File: src/rtl/candidate_selector.sv
// -----------------------------------------------------------------------------
// candidate_selector
//
// Scans the first N entries of the candidate memory bank and reports the entry
// with the highest Q-value. The result is the next-hop / cluster-head choice
// consumed by the routing FSM.
//
// Each bank entry is a 16-bit word {node_id[7:0], q_value[7:0]} located at an
// even byte index (0, 2, ..., 14). One entry is evaluated per clock cycle.
//
// Ports:
//   clk         system clock, rising edge
//   rst         asynchronous active-high reset
//   start       one-cycle scan request, honoured only when idle
//   cand_count  number of entries to scan (sampled with start, clamped to 8)
//   mem_index   byte index driven to the bank (always even, registered)
//   mem_wr_en   bank write enable, constant 0 (selector only reads)
//   mem_data    bank read data, combinational from mem_index
//   busy        high while entries are being scanned
//   done        one-cycle pulse when the result is valid
//   found       1 when at least one entry was scanned
//   best_id     node_id of the winning entry
//   best_q      q_value of the winning entry
//   best_slot   entry number (0..7) of the winning entry
// -----------------------------------------------------------------------------
module candidate_selector #(
    parameter int WORD_WIDTH = 16,
    parameter int MAX_CAND   = 8,
    parameter int IDX_WIDTH  = 4
) (
    input  logic                  clk,
    input  logic                  rst,
    input  logic                  start,
    input  logic [3:0]            cand_count,
    output logic [IDX_WIDTH-1:0]  mem_index,
    output logic                  mem_wr_en,
    input  logic [WORD_WIDTH-1:0] mem_data,
    output logic                  busy,
    output logic                  done,
    output logic                  found,
    output logic [7:0]            best_id,
    output logic [7:0]            best_q,
    output logic [2:0]            best_slot
);

    typedef enum logic [1:0] {
        IDLE = 2'd0,
        SCAN = 2'd1,
        FIN  = 2'd2
    } state_t;

    state_t                 state_reg;
    state_t                 state_next;

    logic [3:0]             count_reg;      // latched, clamped entry count
    logic [2:0]             slot_reg;       // entry currently being evaluated
    logic [IDX_WIDTH-1:0]   mem_index_reg;
    logic                   busy_reg;
    logic                   done_reg;
    logic                   found_reg;
    logic [7:0]             best_id_reg;
    logic [7:0]             best_q_reg;
    logic [2:0]             best_slot_reg;

    logic [3:0]             clamped_count;
    logic                   last_slot;
    logic [7:0]             cur_id;
    logic [7:0]             cur_q;
    logic                   take_entry;

    // Requests above the bank capacity scan the whole bank.
    assign clamped_count = (cand_count > 4'(MAX_CAND)) ? 4'(MAX_CAND) : cand_count;

    // count_reg is at least 1 whenever this is consulted in SCAN.
    assign last_slot = ({1'b0, slot_reg} == (count_reg - 4'd1));

    assign cur_id = mem_data[WORD_WIDTH-1 -: 8];
    assign cur_q  = mem_data[7:0];

    // Slot 0 seeds the running best; later slots must be strictly greater,
    // so on a tie the lowest slot is kept.
    assign take_entry = (slot_reg == 3'd0) || (cur_q > best_q_reg);

    // -------------------------------------------------------------------------
    // Next-state logic
    // -------------------------------------------------------------------------
    always_comb begin
        state_next = state_reg;
        case (state_reg)
            IDLE: begin
                if (start) begin
                    state_next = (clamped_count == 4'd0) ? FIN : SCAN;
                end
            end
            SCAN: begin
                if (last_slot) begin
                    state_next = FIN;
                end
            end
            FIN: begin
                state_next = IDLE;
            end
            default: begin
                state_next = IDLE;
            end
        endcase
    end

    // -------------------------------------------------------------------------
    // State register and datapath
    // -------------------------------------------------------------------------
    always_ff @(posedge clk or posedge rst) begin
        if (rst) begin
            state_reg     <= IDLE;
            count_reg     <= 4'd0;
            slot_reg      <= 3'd0;
            mem_index_reg <= '0;
            busy_reg      <= 1'b0;
            done_reg      <= 1'b0;
            found_reg     <= 1'b0;
            best_id_reg   <= 8'd0;
            best_q_reg    <= 8'd0;
            best_slot_reg <= 3'd0;
        end else begin
            state_reg <= state_next;
            // Status flags are registered from the upcoming state so they line
            // up exactly with the cycle spent in that state.
            busy_reg  <= (state_next == SCAN);
            done_reg  <= (state_next == FIN);

            case (state_reg)
                IDLE: begin
                    mem_index_reg <= '0;
                    if (start) begin
                        count_reg     <= clamped_count;
                        slot_reg      <= 3'd0;
                        found_reg     <= 1'b0;
                        best_id_reg   <= 8'd0;
                        best_q_reg    <= 8'd0;
                        best_slot_reg <= 3'd0;
                    end
                end
                SCAN: begin
                    if (take_entry) begin
                        best_id_reg   <= cur_id;
                        best_q_reg    <= cur_q;
                        best_slot_reg <= slot_reg;
                    end
                    found_reg <= 1'b1;
                    if (last_slot) begin
                        mem_index_reg <= '0;
                    end else begin
                        slot_reg      <= slot_reg + 3'd1;
                        mem_index_reg <= mem_index_reg + IDX_WIDTH'(2);
                    end
                end
                FIN: begin
                    mem_index_reg <= '0;
                end
                default: begin
                    mem_index_reg <= '0;
                end
            endcase
        end
    end

    assign mem_index = mem_index_reg;
    assign mem_wr_en = 1'b0;
    assign busy      = busy_reg;
    assign done      = done_reg;
    assign found     = found_reg;
    assign best_id   = best_id_reg;
    assign best_q    = best_q_reg;
    assign best_slot = best_slot_reg;

endmodule

File: config.mk
export PLATFORM = sky130hd
export DESIGN_NAME = candidate_selector
export DESIGN_NICKNAME = d
export VERILOG_FILES = /design/src/rtl/candidate_selector.sv
export SDC_FILE = /design/constraint.sdc
export NUM_CORES = 1
export LEC_CHECK = 0
export ABC_AREA = 1
export CORE_AREA = 2 2 81 102
export CTS_CLUSTER_SIZE = 24
export DETAILED_ROUTE_END_ITERATION = 12
export DIE_AREA = 0 0 83 104
export HOLD_SLACK_MARGIN = 0.02
export SLEW_MARGIN = 10
export SYNTH_ARGS = -nofsm -noshare
export SYNTH_HDL_FRONTEND = slang
export SYNTH_SLANG_ARGS = --single-unit
File: constraint.sdc
create_clock -name clk -period 2 [get_ports clk]
set_input_delay 0.6 -clock clk [delete_from_list [all_inputs] [get_ports clk]]
set_output_delay 0.6 -clock clk [all_outputs]
set_load 0.1 [all_outputs]
==> results.txt <==
----------------------------------------------------
[Status]
  Run status ... completed

[Layout]
  Fraction of final layout cells sized beyond drive strength 1 ... 22.37%
  Post-layout nets ... 329
  Antenna diode count ... 0
  Most common cell after layout, fill and taps aside ... sky130_fd_sc_hd__nand2_1
  Synthesis-to-finish area growth ... 55.10%
  Highest-count cells in the layout ignoring fill and taps ... sky130_fd_sc_hd__nand2_1 (61), sky130_fd_sc_hd__inv_1 (38), sky130_fd_sc_hd__nor2_1 (29), sky130_fd_sc_hd__dfrtp_1 (26), sky130_fd_sc_hd__buf_12 (25)

[Yosys]
  Number of library cell types mapped by synthesis ... 26
  Share of cell area taken by muxes after synthesis ... 0%
  Area share of the leading cell type in the synthesized netlist ... 45.64%
  Register bit total from synthesis ... 34
  Library cell with the largest summed area after synthesis ... sky130_fd_sc_hd__dfrtp_1
  Synthesized-area fraction occupied by xor and xnor cells ... 2.819%
  Post-synth design cell area ... 0.001864 mm²
  Post-synthesis area per instance ... 7.900 µm²
  Simple-gate share of the synthesized area ... 27.05%
  Area fraction in compound gates after synthesis ... 4.295%
  Synth Area in Adders ... 8.054%
  Number of cells produced by synthesis ... 236
  Main combinational cell family by area after synthesis ... simple AND/OR/NAND/NOR gates
  Number of synthesis warnings ... 0
  Sequential fraction of the synthesis area ... 45.64%
  Largest cells by area after synthesis ... sky130_fd_sc_hd__dfrtp_1 (46%), sky130_fd_sc_hd__nand2_1 (13%), sky130_fd_sc_hd__ha_1 (8.1%)

[Clock tree]
  Clock Path Buffers ... 2
  Sinks on the clock net ... 34
  CTS clk-pin slew, worst paths ... 70 ps
  Root buf cell ... sky130_fd_sc_hd__clkbuf_8
  Number of buffers inserted during clock tree synthesis ... 5
  Source-to-sink clock delay at the later pin of the worst-skew pair ... 290 ps
  Clock tree from TritonCTS ... built
  Count of hold buffers inserted by post-cts repair ... 0
  Max H-tree Level ... 2

[Worst setup path]
  Endpoint class of the critical path ... register
  Number of buffer and inverter stages on the critical path ... 3
  Delay contributed by the slowest stage of the critical path ... 290 ps
  Arr. time, crit path ... 2040 ps
  Cell repeated most along the worst path ... sky130_fd_sc_hd__nand2_1
  Startpoint type of the worst setup path ... input pin
  Gate family responsible for the most delay along the worst path ... simple AND/OR/NAND/NOR gates
  Crit path cell chain ... dlygate4sd2_1, ha_1, nand2_1, inv_1, nand2_1, nand2_1, nand2_1, nand2_1, nand2_1, nand2_2, nand2_4, buf_6, nand3_1, nand2_1
  Crit path required time ... 2180 ps
  CP max stage cell ... sky130_fd_sc_hd__ha_1
  Setup Crit Path Kind ... in -> reg
  Biggest fanout along the worst timing path ... 7
  Flop-to-flop setup slack ... 240 ps

[Floorplanning]
  Std cell rows ... 36
  Floorplan Core Area ... 0.007702 mm²
  Die area ... 0.008632 mm²
  Effective utilization at floorplan ... 24.20%
  Horiz. Die Dim ... 83 µm
  Number of I/O pins ... 50
  Height of the chip ... 104 µm

[Placed design]
  Number of buffers added on ports ... 47
  DPL Wire Length ... 3228 µm
  Final weighted congestion of routability-driven global placement ... 0.7725

[STA]
  Number of hold violations in the final report ... 0
  Minimum clock period ... 1861 ps
  Final setup fails ... 0
  Final worst path period share ... 93.04%
  Final count of pins violating max slew ... 0
  Final sum of negative setup slack ... 0 ps
  Relative slew margins ... 50.38%
  Actual slew at the worst max-slew pin ... 743.5 ps
  Highest clock frequency the design can meet ... 537.4 MHz
  Unrepaired setup endpoints after global routing ... no
  Setup clock skew after layout ... 5.920 ps

[Job]
  # Max-Cap Violations ... 0

[Detailed routing]
  DRC violation total after the first TritonRoute iteration ... 83
  Via-per-instance ratio ... 4.162
  Number of optimization iterations in the first detailed-route pass ... 4
  Total via count in the routed design ... 1623
  Detail Route Antenna Nets ... 0
  # DRC ... 0
  Post-Route WL ... 4472 µm
  Mean routed wirelength per cell ... 11.47 µm

[Global route]
  Largest net degree at the start of global routing ... 35
  Number of global-route vias before repair ... 1640
  Total global routing track utilization ... 10.96%
  Global-route wire length before repair ... 7748 µm
  Initial antenna violation count ... 0
  Global route total overflow ... 0

[Min path]
  Class of the tightest hold or removal check ... reg -> reg

----------------------------------------------------
## layout make-up
| class | count | area (µm²) |
|---|---|---|
| clock buffer | 6 | 82.58 |
| clock inverter | 2 | 12.51 |
| fill | 744 | 4811 |
| inverter | 39 | 146.4 |
| multi-input combinational | 155 | 850.8 |
| sequential | 34 | 860.8 |
| tap | 95 | 118.9 |
| timing repair buffer | 59 | 819.5 |
## kinds of logic after synthesis
kind of cell,count (synthesis)
buffers and inverters,49
and+or+nand+nor,120
AOI/OAI and AO/OA,14
adders and majority gates,12
xor gates and xnor gates,6
DFF,34
other,1
## worst register-to-register path, stage by stage, from the launching register on
cell                      delay [ps]
sky130_fd_sc_hd__dfrtp_2         400
sky130_fd_sc_hd__inv_1            60
sky130_fd_sc_hd__ha_1            300
sky130_fd_sc_hd__nand2_1          70
sky130_fd_sc_hd__inv_1            50
sky130_fd_sc_hd__nand2_1          60
sky130_fd_sc_hd__nand2_1          50
sky130_fd_sc_hd__nand2_1          50
sky130_fd_sc_hd__nand2_1          40
sky130_fd_sc_hd__nand2_1         100
sky130_fd_sc_hd__nand2_2          80
sky130_fd_sc_hd__nand2_4         150
sky130_fd_sc_hd__buf_6           150
sky130_fd_sc_hd__nand3_1          60
sky130_fd_sc_hd__nand2_1          70
## metal layers
metal | part of all wire (%) | vias up | GRT usage [%]
li1 | - | 827 | -
met1 | 43 | 751 | 13.14
met2 | 51 | 38 | 18.95
met3 | 4.8 | 7 | 3.175
met4 | 1.4 | 0 | 3.162
met5 | 0 | - | 0
## path summary, 6_finish.rpt
| check | start | cells after the start | endpoint |
|---|---|---|---|
| max | mem_data[3] | 14 | best_id[6] |
| min | mem_index[1] | 1 | mem_index[1] |
| max reg2reg | best_q[3] | 14 | best_id[6] |
| min reg2reg | mem_index[1] | 1 | mem_index[1] |
| max in group asynchronous | rst | 3 | best_q[3] |
| min in group asynchronous | rst | 3 | mem_index[1] |
## through the flow
step	cells	utilization, %	setup slack, ps	hold slack [ps]	area, µm²
after global routing	390	37.54	18.01	560.1	2892
after global placement	380	35.36	-339.2	512.0	2724
after floorplan	237	-	1.005	490.9	1878
after CTS	390	37.44	9.307	528.3	2884
after detailed placement	380	35.36	-362.6	511.1	2724
final	390	37.54	139.2	520.3	2892
## cells in the mapped netlist, drive strengths merged
cell    number
xnor2        4
a21o         1
nand3       21
nand2       67
o21ai        8
buf          8
conb         1
clkbuf       2
xor2         2
a21oi        4
inv         39
a22o         1
ha          12
nor4         1
nand4        1
nor2        30
dfrtp       34
## what timing repair did
item	in CTS	in global routing
pin swaps	10	3
endpoints found under the setup margin	19	19
buffers inserted	0	0
resized for setup	17	3
cloned	2	0
Power is not shown: default switching activity piles up to over one toggle a cycle in this logic, so the estimate is an artifact.
